## config.mk

```make
export PLATFORM = sky130hd
export DESIGN_NAME = pipe_controller_flat
export DESIGN_NICKNAME = d
export VERILOG_FILES = /design/src/rtl/pipe_controller_if.sv /design/src/rtl/pipe_controller.sv /design/src/flat_wrapper.sv
export SDC_FILE = /design/constraint.sdc
export NUM_CORES = 1
export LEC_CHECK = 0
export CORE_MARGIN = 2
export CORE_UTILIZATION = 37
export CTS_CLUSTER_SIZE = 10
export DETAILED_ROUTE_END_ITERATION = 10
export GPL_ROUTABILITY_DRIVEN = 0
export PLACE_DENSITY = 0.83
export SETUP_SLACK_MARGIN = 0.1
export SLEW_MARGIN = 25
export SYNTH_ARGS = -nofsm -noshare
export SYNTH_HDL_FRONTEND = slang
export SYNTH_SLANG_ARGS = --single-unit
```

## constraint.sdc

```tcl
create_clock -name clka -period 1.5 [get_ports clka]
set_input_delay 0.225 -clock clka [delete_from_list [all_inputs] [get_ports clka]]
set_output_delay 0.225 -clock clka [all_outputs]
set_load 0.01 [all_outputs]
```

## src/rtl/pipe_controller_if.sv

```systemverilog
// Bundle between the MIPS-style control pipeline and its datapath.
// Carries the D-stage fields and hazard requests into the controller.
// Carries the per-stage decoded controls back out to the datapath.
// The slave modport is the controller's view; master is the datapath's view.
interface pipe_controller_if #(
    parameter int ALUCTRL_W = 3
);
    logic [5:0]           op;
    logic [5:0]           funct;
    logic                 equalD;
    logic                 stallE;
    logic                 flushE;
    logic                 flushM;

    logic                 pcsrcD;
    logic                 jumpD;
    logic                 branchD;
    logic                 illegalD;

    logic                 regdstE;
    logic                 alusrcE;
    logic                 memtoregE;
    logic                 regwriteE;
    logic                 linkE;
    logic [ALUCTRL_W-1:0] alucontrolE;

    logic                 memwriteM;
    logic                 memtoregM;
    logic                 regwriteM;

    logic                 memtoregW;
    logic                 regwriteW;
    logic                 linkW;

    modport master (
        output op, funct, equalD, stallE, flushE, flushM,
        input  pcsrcD, jumpD, branchD, illegalD,
        input  regdstE, alusrcE, memtoregE, regwriteE, linkE, alucontrolE,
        input  memwriteM, memtoregM, regwriteM,
        input  memtoregW, regwriteW, linkW
    );

    modport slave (
        input  op, funct, equalD, stallE, flushE, flushM,
        output pcsrcD, jumpD, branchD, illegalD,
        output regdstE, alusrcE, memtoregE, regwriteE, linkE, alucontrolE,
        output memwriteM, memtoregM, regwriteM,
        output memtoregW, regwriteW, linkW
    );
endinterface

```

## src/rtl/pipe_controller.sv

```systemverilog
// Control unit for a 5-stage MIPS-style pipeline.
// Decodes op/funct combinationally in D.
// Carries the decoded controls through the E, M and W pipeline registers.
// Optional feature: define PIPE_CTRL_JAL_EN to decode jal (op 000011) with link.
// Without that macro, jal is illegal and linkE/linkW are tied low.
module pipe_controller #(
    parameter int ALUCTRL_W = 3
) (
    input  logic              clka,
    input  logic              rst,
    pipe_controller_if.slave  bus
);
    localparam logic [5:0] opRtype = 6'b000000;
    localparam logic [5:0] opLw    = 6'b100011;
    localparam logic [5:0] opSw    = 6'b101011;
    localparam logic [5:0] opBeq   = 6'b000100;
    localparam logic [5:0] opBne   = 6'b000101;
    localparam logic [5:0] opAddi  = 6'b001000;
    localparam logic [5:0] opAndi  = 6'b001100;
    localparam logic [5:0] opOri   = 6'b001101;
    localparam logic [5:0] opSlti  = 6'b001010;
    localparam logic [5:0] opJ     = 6'b000010;

    localparam logic [2:0] aluAnd = 3'b000;
    localparam logic [2:0] aluOr  = 3'b001;
    localparam logic [2:0] aluAdd = 3'b010;
    localparam logic [2:0] aluSub = 3'b110;
    localparam logic [2:0] aluSlt = 3'b111;

    logic       regWriteD, regDstD, aluSrcD, memToRegD, memWriteD;
    logic       branchD, jumpD, illegalD;
    logic [2:0] aluCtrlD;
`ifdef PIPE_CTRL_JAL_EN
    logic       linkD;
`endif

    // D stage: combinational decode; anything unrecognised becomes an all-zero illegal op
    always_comb begin
        regWriteD = 1'b0;
        regDstD   = 1'b0;
        aluSrcD   = 1'b0;
        memToRegD = 1'b0;
        memWriteD = 1'b0;
        branchD   = 1'b0;
        jumpD     = 1'b0;
        illegalD  = 1'b0;
        aluCtrlD  = 3'b000;
`ifdef PIPE_CTRL_JAL_EN
        linkD     = 1'b0;
`endif
        case (bus.op)
            opRtype: begin
                regWriteD = 1'b1;
                regDstD   = 1'b1;
                case (bus.funct)
                    6'b100000: aluCtrlD = aluAdd;
                    6'b100010: aluCtrlD = aluSub;
                    6'b100100: aluCtrlD = aluAnd;
                    6'b100101: aluCtrlD = aluOr;
                    6'b101010: aluCtrlD = aluSlt;
                    default:   illegalD = 1'b1;
                endcase
            end
            opLw: begin
                regWriteD = 1'b1;
                aluSrcD   = 1'b1;
                memToRegD = 1'b1;
                aluCtrlD  = aluAdd;
            end
            opSw: begin
                memWriteD = 1'b1;
                aluSrcD   = 1'b1;
                aluCtrlD  = aluAdd;
            end
            opBeq, opBne: begin
                branchD  = 1'b1;
                aluCtrlD = aluSub;
            end
            opAddi: begin regWriteD = 1'b1; aluSrcD = 1'b1; aluCtrlD = aluAdd; end
            opAndi: begin regWriteD = 1'b1; aluSrcD = 1'b1; aluCtrlD = aluAnd; end
            opOri:  begin regWriteD = 1'b1; aluSrcD = 1'b1; aluCtrlD = aluOr;  end
            opSlti: begin regWriteD = 1'b1; aluSrcD = 1'b1; aluCtrlD = aluSlt; end
            opJ:    jumpD = 1'b1;
`ifdef PIPE_CTRL_JAL_EN
            6'b000011: begin
                jumpD     = 1'b1;
                regWriteD = 1'b1;
                linkD     = 1'b1;
            end
`endif
            default: illegalD = 1'b1;
        endcase
        // An illegal instruction must not leak any partially decoded control.
        if (illegalD) begin
            regWriteD = 1'b0;
            regDstD   = 1'b0;
            aluSrcD   = 1'b0;
            memToRegD = 1'b0;
            memWriteD = 1'b0;
            branchD   = 1'b0;
            jumpD     = 1'b0;
            aluCtrlD  = 3'b000;
`ifdef PIPE_CTRL_JAL_EN
            linkD     = 1'b0;
`endif
        end
    end

    // branchD is set only for beq/bne, and op[0] tells them apart.
    assign bus.pcsrcD   = branchD & (bus.op[0] ? ~bus.equalD : bus.equalD);
    assign bus.jumpD    = jumpD;
    assign bus.branchD  = branchD;
    assign bus.illegalD = illegalD;

    // ---- D -> E boundary ----
    logic       regDstE_p1, aluSrcE_p1, memToRegE_p1, regWriteE_p1, memWriteE_p1;
    logic [2:0] aluCtrlE_p1;

    // E register: reset, then bubble on flushE, then hold on stallE
    always_ff @(posedge clka) begin
        if (!rst || bus.flushE) begin
            regDstE_p1   <= 1'b0;
            aluSrcE_p1   <= 1'b0;
            memToRegE_p1 <= 1'b0;
            regWriteE_p1 <= 1'b0;
            memWriteE_p1 <= 1'b0;
            aluCtrlE_p1  <= 3'b000;
        end else if (!bus.stallE) begin
            regDstE_p1   <= regDstD;
            aluSrcE_p1   <= aluSrcD;
            memToRegE_p1 <= memToRegD;
            regWriteE_p1 <= regWriteD;
            memWriteE_p1 <= memWriteD;
            aluCtrlE_p1  <= aluCtrlD;
        end
    end

    assign bus.regdstE     = regDstE_p1;
    assign bus.alusrcE     = aluSrcE_p1;
    assign bus.memtoregE   = memToRegE_p1;
    assign bus.regwriteE   = regWriteE_p1;
    assign bus.alucontrolE = ALUCTRL_W'(aluCtrlE_p1);

    // ---- E -> M boundary ----
    logic memWriteM_p2, memToRegM_p2, regWriteM_p2;

    // M register: a held E instruction must not also advance, so stallE bubbles M
    always_ff @(posedge clka) begin
        if (!rst || bus.flushM || bus.stallE) begin
            memWriteM_p2 <= 1'b0;
            memToRegM_p2 <= 1'b0;
            regWriteM_p2 <= 1'b0;
        end else begin
            memWriteM_p2 <= memWriteE_p1;
            memToRegM_p2 <= memToRegE_p1;
            regWriteM_p2 <= regWriteE_p1;
        end
    end

    assign bus.memwriteM = memWriteM_p2;
    assign bus.memtoregM = memToRegM_p2;
    assign bus.regwriteM = regWriteM_p2;

    // ---- M -> W boundary ----
    logic memToRegW_p3, regWriteW_p3;

    // W register: free-running, never stalled
    always_ff @(posedge clka) begin
        if (!rst) begin
            memToRegW_p3 <= 1'b0;
            regWriteW_p3 <= 1'b0;
        end else begin
            memToRegW_p3 <= memToRegM_p2;
            regWriteW_p3 <= regWriteM_p2;
        end
    end

    assign bus.memtoregW = memToRegW_p3;
    assign bus.regwriteW = regWriteW_p3;

`ifdef PIPE_CTRL_JAL_EN
    logic linkE_p1, linkM_p2, linkW_p3;

    // Link bit follows the same bubble/hold rules as the other controls at each stage
    always_ff @(posedge clka) begin
        if (!rst || bus.flushE)  linkE_p1 <= 1'b0;
        else if (!bus.stallE)    linkE_p1 <= linkD;
        if (!rst || bus.flushM || bus.stallE) linkM_p2 <= 1'b0;
        else                                  linkM_p2 <= linkE_p1;
        if (!rst) linkW_p3 <= 1'b0;
        else      linkW_p3 <= linkM_p2;
    end

    assign bus.linkE = linkE_p1;
    assign bus.linkW = linkW_p3;
`else
    assign bus.linkE = 1'b0;
    assign bus.linkW = 1'b0;
`endif
endmodule

```

## src/flat_wrapper.sv

```systemverilog
// flat-port wrapper written by rule: the top's interface ports become plain ports
module pipe_controller_flat 
#(
    parameter int ALUCTRL_W = 3
)
  (clka, rst, bus_op, bus_funct, bus_equalD, bus_stallE, bus_flushE, bus_flushM, bus_pcsrcD, bus_jumpD, bus_branchD, bus_illegalD, bus_regdstE, bus_alusrcE, bus_memtoregE, bus_regwriteE, bus_linkE, bus_alucontrolE, bus_memwriteM, bus_memtoregM, bus_regwriteM, bus_memtoregW, bus_regwriteW, bus_linkW);
  pipe_controller_if #(.ALUCTRL_W(ALUCTRL_W)) bus_i ();
  input  logic clka;
  input  logic rst;
  input wire logic [$bits(bus_i.op)-1:0] bus_op;
  input wire logic [$bits(bus_i.funct)-1:0] bus_funct;
  input wire logic [$bits(bus_i.equalD)-1:0] bus_equalD;
  input wire logic [$bits(bus_i.stallE)-1:0] bus_stallE;
  input wire logic [$bits(bus_i.flushE)-1:0] bus_flushE;
  input wire logic [$bits(bus_i.flushM)-1:0] bus_flushM;
  output wire logic [$bits(bus_i.pcsrcD)-1:0] bus_pcsrcD;
  output wire logic [$bits(bus_i.jumpD)-1:0] bus_jumpD;
  output wire logic [$bits(bus_i.branchD)-1:0] bus_branchD;
  output wire logic [$bits(bus_i.illegalD)-1:0] bus_illegalD;
  output wire logic [$bits(bus_i.regdstE)-1:0] bus_regdstE;
  output wire logic [$bits(bus_i.alusrcE)-1:0] bus_alusrcE;
  output wire logic [$bits(bus_i.memtoregE)-1:0] bus_memtoregE;
  output wire logic [$bits(bus_i.regwriteE)-1:0] bus_regwriteE;
  output wire logic [$bits(bus_i.linkE)-1:0] bus_linkE;
  output wire logic [$bits(bus_i.alucontrolE)-1:0] bus_alucontrolE;
  output wire logic [$bits(bus_i.memwriteM)-1:0] bus_memwriteM;
  output wire logic [$bits(bus_i.memtoregM)-1:0] bus_memtoregM;
  output wire logic [$bits(bus_i.regwriteM)-1:0] bus_regwriteM;
  output wire logic [$bits(bus_i.memtoregW)-1:0] bus_memtoregW;
  output wire logic [$bits(bus_i.regwriteW)-1:0] bus_regwriteW;
  output wire logic [$bits(bus_i.linkW)-1:0] bus_linkW;
  assign bus_i.op = bus_op;
  assign bus_i.funct = bus_funct;
  assign bus_i.equalD = bus_equalD;
  assign bus_i.stallE = bus_stallE;
  assign bus_i.flushE = bus_flushE;
  assign bus_i.flushM = bus_flushM;
  assign bus_pcsrcD = bus_i.pcsrcD;
  assign bus_jumpD = bus_i.jumpD;
  assign bus_branchD = bus_i.branchD;
  assign bus_illegalD = bus_i.illegalD;
  assign bus_regdstE = bus_i.regdstE;
  assign bus_alusrcE = bus_i.alusrcE;
  assign bus_memtoregE = bus_i.memtoregE;
  assign bus_regwriteE = bus_i.regwriteE;
  assign bus_linkE = bus_i.linkE;
  assign bus_alucontrolE = bus_i.alucontrolE;
  assign bus_memwriteM = bus_i.memwriteM;
  assign bus_memtoregM = bus_i.memtoregM;
  assign bus_regwriteM = bus_i.regwriteM;
  assign bus_memtoregW = bus_i.memtoregW;
  assign bus_regwriteW = bus_i.regwriteW;
  assign bus_linkW = bus_i.linkW;
  pipe_controller #(.ALUCTRL_W(ALUCTRL_W)) u_core (.clka(clka), .rst(rst), .bus(bus_i));
endmodule
```

==> impl_results.html, run 1 <==
<table>
<tr><th>Metric</th><th>Value</th></tr>
<tr><th colspan="2">Pwr</th></tr>
<tr><td>Fraction of power consumed by combinational cells</td><td>0.272</td></tr>
<tr><td>Internal power</td><td>0.561 mW</td></tr>
<tr><td>Maximum vdd ir drop</td><td>512 uV</td></tr>
<tr><td>Net switching share of the total power</td><td>0.278</td></tr>
<tr><td>Pwr dens</td><td>between 500 and 600 nW/um2</td></tr>
<tr><td>Clk pwr share</td><td>0.283</td></tr>
<tr><td>Fraction of power consumed by sequential logic</td><td>0.445</td></tr>
<tr><td>P_sw</td><td>0.216 mW</td></tr>
<tr><td>P_leak</td><td>0.660 nW</td></tr>
<tr><th colspan="2">CTS</th></tr>
<tr><td>Root Driver</td><td>sky130_fd_sc_hd__clkbuf_4</td></tr>
<tr><td>Hold-fix buffers, CTS</td><td>0</td></tr>
<tr><td>Clock transition at the registers of the reported paths</td><td>0.07 ns</td></tr>
<tr><td>Clock buffers created by TritonCTS</td><td>3</td></tr>
<tr><td>Depth of the CTS H-tree</td><td>1</td></tr>
<tr><td>Number of clock sinks seen by CTS</td><td>13</td></tr>
<tr><td>Clock tree from TritonCTS</td><td>built</td></tr>
<tr><td>Worst-Skew Late Latency</td><td>between 0.2 and 0.3 ns</td></tr>
<tr><td>Number of buffers on the longest clock path</td><td>2</td></tr>
<tr><th colspan="2">Routing</th></tr>
<tr><td>Post-route DRC violation count</td><td>0</td></tr>
<tr><td>Number of optimization iterations in the first detailed-route pass</td><td>4</td></tr>
<tr><td>Via count</td><td>around 940</td></tr>
<tr><td>Routed WL per cell</td><td>14.1 um</td></tr>
<tr><td>Vias per cell</td><td>about 5</td></tr>
<tr><td>Drt initial violations</td><td>14</td></tr>
<tr><td>Routed wire length</td><td>2.58 mm</td></tr>
<tr><td>Antenna viol nets, final</td><td>0</td></tr>
<tr><th colspan="2">Run status</th></tr>
<tr><td>Outcome</td><td>finished with violations</td></tr>
<tr><td>Violations in the final reports</td><td>setup timing</td></tr>
<tr><th colspan="2">Floorplan</th></tr>
<tr><td>Area of the placeable core</td><td>2190 um2</td></tr>
<tr><td>Chip Height</td><td>51.8 um</td></tr>
<tr><td>Die width</td><td>~52 um</td></tr>
<tr><td>Number of rows in the core area</td><td>17</td></tr>
<tr><td>Die area</td><td>2680 um2</td></tr>
<tr><td>Starting utilization of the core area</td><td>0.386</td></tr>
<tr><td>Number of top-level design ports</td><td>36</td></tr>
<tr><th colspan="2">Critical path</th></tr>
<tr><td>Critical path buffers and inverters</td><td>3</td></tr>
<tr><td>CP max stage cell</td><td>sky130_fd_sc_hd__a2111oi_4</td></tr>
<tr><td>Kind of end point of the critical path</td><td>primary output</td></tr>
<tr><td>Critical-path cell list</td><td>buf_8 &gt; nor3_4 &gt; buf_6 &gt; nand3_4 &gt; a2111oi_4 &gt; nor2_2 &gt; buf_2</td></tr>
<tr><td>Req. time, crit path</td><td>1.27 ns</td></tr>
<tr><td>Kind of critical path</td><td>in2out</td></tr>
<tr><td>CP delay by family, top</td><td>buffers and inverters</td></tr>
<tr><td>Largest stage delay on the critical path</td><td>0.32 ns</td></tr>
<tr><td>Type of element launching the critical path</td><td>input port</td></tr>
<tr><td>Worst Path Arrival</td><td>1.30 ns</td></tr>
<tr><td>Maximum fanout along the worst path</td><td>2</td></tr>
<tr><th colspan="2">GRT</th></tr>
<tr><td>Overall global routing resource usage</td><td>0.210</td></tr>
<tr><td>Vias in the first global route</td><td>947</td></tr>
<tr><td>Pin count of the biggest net entering global routing</td><td>13</td></tr>
<tr><td>Antenna violations before repair</td><td>0</td></tr>
<tr><td>Overflow left after global routing</td><td>0</td></tr>
<tr><td>Global-route wire length before repair</td><td>between 4 and 5 mm</td></tr>
<tr><th colspan="2">Logic synthesis</th></tr>
<tr><td>Cell area after technology mapping</td><td>846 um2</td></tr>
<tr><td>Biggest area consumer among synthesized cells</td><td>sky130_fd_sc_hd__dfxtp_1</td></tr>
<tr><td>Distinct cell type count of the synthesized netlist</td><td>40</td></tr>
<tr><td>Synthesized flop and latch total</td><td>13</td></tr>
<tr><td>Number of standard cells after synthesis</td><td>97</td></tr>
<tr><td>Fraction of post-synthesis cell area in the top cell type by area</td><td>0.308</td></tr>
<tr><td>Mean cell area of the mapped netlist</td><td>about 8.7 um2</td></tr>
<tr><td>Synth area leaders</td><td>sky130_fd_sc_hd__dfxtp_1 31%, sky130_fd_sc_hd__nor2_1 4.9%, sky130_fd_sc_hd__mux2i_1 4.7%</td></tr>
<tr><td>Seq/Total Area, Yosys</td><td>0.308</td></tr>
<tr><td>Syn. warnings</td><td>0</td></tr>
<tr><th colspan="2">Layout</th></tr>
<tr><td>Max FFs per register</td><td>3</td></tr>
<tr><td>Number of antenna cells inserted</td><td>0</td></tr>
<tr><td>Utilization after layout</td><td>0.638</td></tr>
<tr><td>Non-filler cells, final</td><td>183</td></tr>
<tr><td>Commonest non-fill, non-tap cell in the layout</td><td>sky130_fd_sc_hd__buf_4</td></tr>
<tr><td>Total non-filler cell area in the finished layout</td><td>1400 um2</td></tr>
<tr><td>Final #Nets</td><td>around 170</td></tr>
<tr><td>Fraction of layout cells with a size suffix above 1</td><td>0.348</td></tr>
<tr><td>Most frequent cells in the layout</td><td>28 x sky130_fd_sc_hd__buf_4, 13 x sky130_fd_sc_hd__dfxtp_1, 11 x sky130_fd_sc_hd__nor2_1, 9 x sky130_fd_sc_hd__clkdlybuf4s50_1, 9 x sky130_fd_sc_hd__dlygate4sd2_1</td></tr>
<tr><td>Signed area change from the synthesized netlist to the final layout</td><td>65.2%</td></tr>
<tr><th colspan="2">Placement</th></tr>
<tr><td>DP Area</td><td>1340 um2</td></tr>
<tr><td>Placed cell count</td><td>174</td></tr>
<tr><td>Post-DP HPWL</td><td>about 2.0 mm</td></tr>
<tr><td>Number of input and output port buffers inserted</td><td>33</td></tr>
<tr><th colspan="2">Timing</th></tr>
<tr><td>Skew final</td><td>roughly 0.003 ns</td></tr>
<tr><td>Crit share post-route</td><td>1.02</td></tr>
<tr><td>Number of hold-slack violations in the final timing report</td><td>0</td></tr>
<tr><td>Setup Total Neg Slack</td><td>-0.0240 ns</td></tr>
<tr><td>Unrepaired setup endpoints after global routing</td><td>yes</td></tr>
<tr><td>Final count of pins violating max slew</td><td>0</td></tr>
<tr><td>FMAX</td><td>between 600 and 700 MHz</td></tr>
<tr><td>Minimum period implied by the final worst setup slack</td><td>1.52 ns</td></tr>
<tr><td>Least setup slack across all paths after layout</td><td>-0.0240 ns</td></tr>
<tr><td>Number of endpoints failing setup at the final stage</td><td>1</td></tr>
<tr><th colspan="2">Min path</th></tr>
<tr><td>Min-Delay Path Class</td><td>in2reg</td></tr>
<tr><th colspan="2">Job</th></tr>
<tr><td>Max-cap violation count</td><td>0</td></tr>
</table>
metal layers:
metal,global-route usage,wire [um],vias up
met3,0.0431,118,6
met2,0.387,1430,34
met4,0.0658,57,0
li1,-,-,457
met1,0.240,966,440
met5,0,0,-
power groups by stage:
stage	Sequential (mW)	Clock [mW]	Combinational (mW)
after detailed placement	0.354	0	0.205
after floorplan	0.355	0	0.0925
final	0.346	0.220	0.212
after global placement	0.354	0	0.197
after CTS	0.346	0.222	0.202
after global routing	0.346	0.238	0.228
worst reg2reg max path, delay by kind of cell, from the launching register on:
kind	cells	cell delay, ns
flip-flops	1	0.32
multiplexers	1	0.16
AND/OR/NAND/NOR	1	0.05
cell type report:
cell class | instances | area [um2]
clock buffer | 4 | 26.3
fill | 168 | 793
multi-input combinational | 76 | 554
sequential | 13 | 260
tap | 28 | 35.0
timing repair buffer | 62 | 522
cell families (layout without fill, tap and decap cells):
group | after synthesis | in the layout | share of synthesized area
DFF | 13 | 13 | 0.308
buffers and inverters | 9 | 66 | 0.0695
AOI/OAI and AO/OA | 19 | 19 | 0.180
xor gates and xnor gates | 1 | 1 | 0.0104
and+or+nand+nor | 50 | 50 | 0.380
muxes | 4 | 4 | 0.0473
other | 1 | 2 | 0.00443
cells in the mapped netlist:
| library cell | instances |
|---|---|
| sky130_fd_sc_hd__o32ai_2 | 1 |
| sky130_fd_sc_hd__buf_6 | 2 |
| sky130_fd_sc_hd__or3_1 | 1 |
| sky130_fd_sc_hd__clkbuf_1 | 2 |
| sky130_fd_sc_hd__xor2_1 | 1 |
| sky130_fd_sc_hd__nor2b_1 | 4 |
| sky130_fd_sc_hd__nor2_2 | 1 |
| sky130_fd_sc_hd__a2111oi_4 | 1 |
| sky130_fd_sc_hd__and3b_1 | 1 |
| sky130_fd_sc_hd__buf_2 | 2 |
| sky130_fd_sc_hd__a21oi_1 | 5 |
| sky130_fd_sc_hd__nand3_4 | 1 |
| sky130_fd_sc_hd__a211oi_1 | 1 |
| sky130_fd_sc_hd__a31oi_1 | 2 |
| sky130_fd_sc_hd__a22oi_1 | 2 |
| sky130_fd_sc_hd__o21ai_1 | 2 |
| sky130_fd_sc_hd__nor2_1 | 11 |
| sky130_fd_sc_hd__o32a_1 | 1 |
| sky130_fd_sc_hd__buf_1 | 1 |
| sky130_fd_sc_hd__and3_1 | 2 |
| sky130_fd_sc_hd__dfxtp_1 | 13 |
| sky130_fd_sc_hd__buf_4 | 2 |
| sky130_fd_sc_hd__or2b_1 | 1 |
| sky130_fd_sc_hd__nor2_4 | 1 |
| sky130_fd_sc_hd__nor3_4 | 1 |
| sky130_fd_sc_hd__nor4_1 | 2 |
| sky130_fd_sc_hd__mux2i_1 | 4 |
| sky130_fd_sc_hd__nand3_1 | 1 |
| sky130_fd_sc_hd__and2b_1 | 2 |
| sky130_fd_sc_hd__nor3b_1 | 3 |
| sky130_fd_sc_hd__o21ai_0 | 1 |
| sky130_fd_sc_hd__conb_1 | 1 |
| sky130_fd_sc_hd__nor4b_1 | 1 |
| sky130_fd_sc_hd__o32ai_1 | 2 |
| sky130_fd_sc_hd__nor4bb_1 | 1 |
| sky130_fd_sc_hd__and2_1 | 6 |
| sky130_fd_sc_hd__nand2b_1 | 2 |
| sky130_fd_sc_hd__o22ai_1 | 1 |
| sky130_fd_sc_hd__nand2_1 | 7 |
| sky130_fd_sc_hd__nor3b_4 | 1 |
what timing repair did:
item,4_1_cts,5_1_grt
resized for setup,61,11
setup endpoints to repair,18,7
gates cloned,0,0
buffers inserted,3,2
pin swaps,7,5
metrics by stage:
step	setup WS (ns)	total power [mW]	hold WS, ns
floorplan	0.174	0.447	0.347
global placement	-0.694	0.551	0.440
detailed placement	-0.756	0.559	0.453
CTS	-0.0394	0.770	0.408
global route	-0.0889	0.812	0.448
finish	-0.0240	0.777	0.414
path summary, 6_finish.rpt:
check / from / endpoint / slack, ns / cells after the start
worst max register to register: u_core.bus.regdstE / u_core.bus.regdstE / 0.88 / 2
worst min register to register: u_core.memWriteE_p1 / u_core.bus.memwriteM / 0.47 / 1
worst min-delay path: bus_op[4] / u_core.memWriteE_p1 / 0.41 / 5
worst max-delay path: bus_op[4] / bus_illegalD / -0.02 / 7
(Power assumes the default switching activity.)
==> run 2: changes to the inputs <==
--- a/config.mk
+++ b/config.mk
@@ -10,9 +10,9 @@
 export CTS_CLUSTER_SIZE = 10
 export DETAILED_ROUTE_END_ITERATION = 10
 export GPL_ROUTABILITY_DRIVEN = 0
+export HOLD_SLACK_MARGIN = 0.06
 export PLACE_DENSITY = 0.83
 export SETUP_SLACK_MARGIN = 0.1
-export SLEW_MARGIN = 25
 export SYNTH_ARGS = -nofsm -noshare
 export SYNTH_HDL_FRONTEND = slang
 export SYNTH_SLANG_ARGS = --single-unit
==> results of run 2 <==
The final DEF is identical to that of run 1; final timing and power are the same.
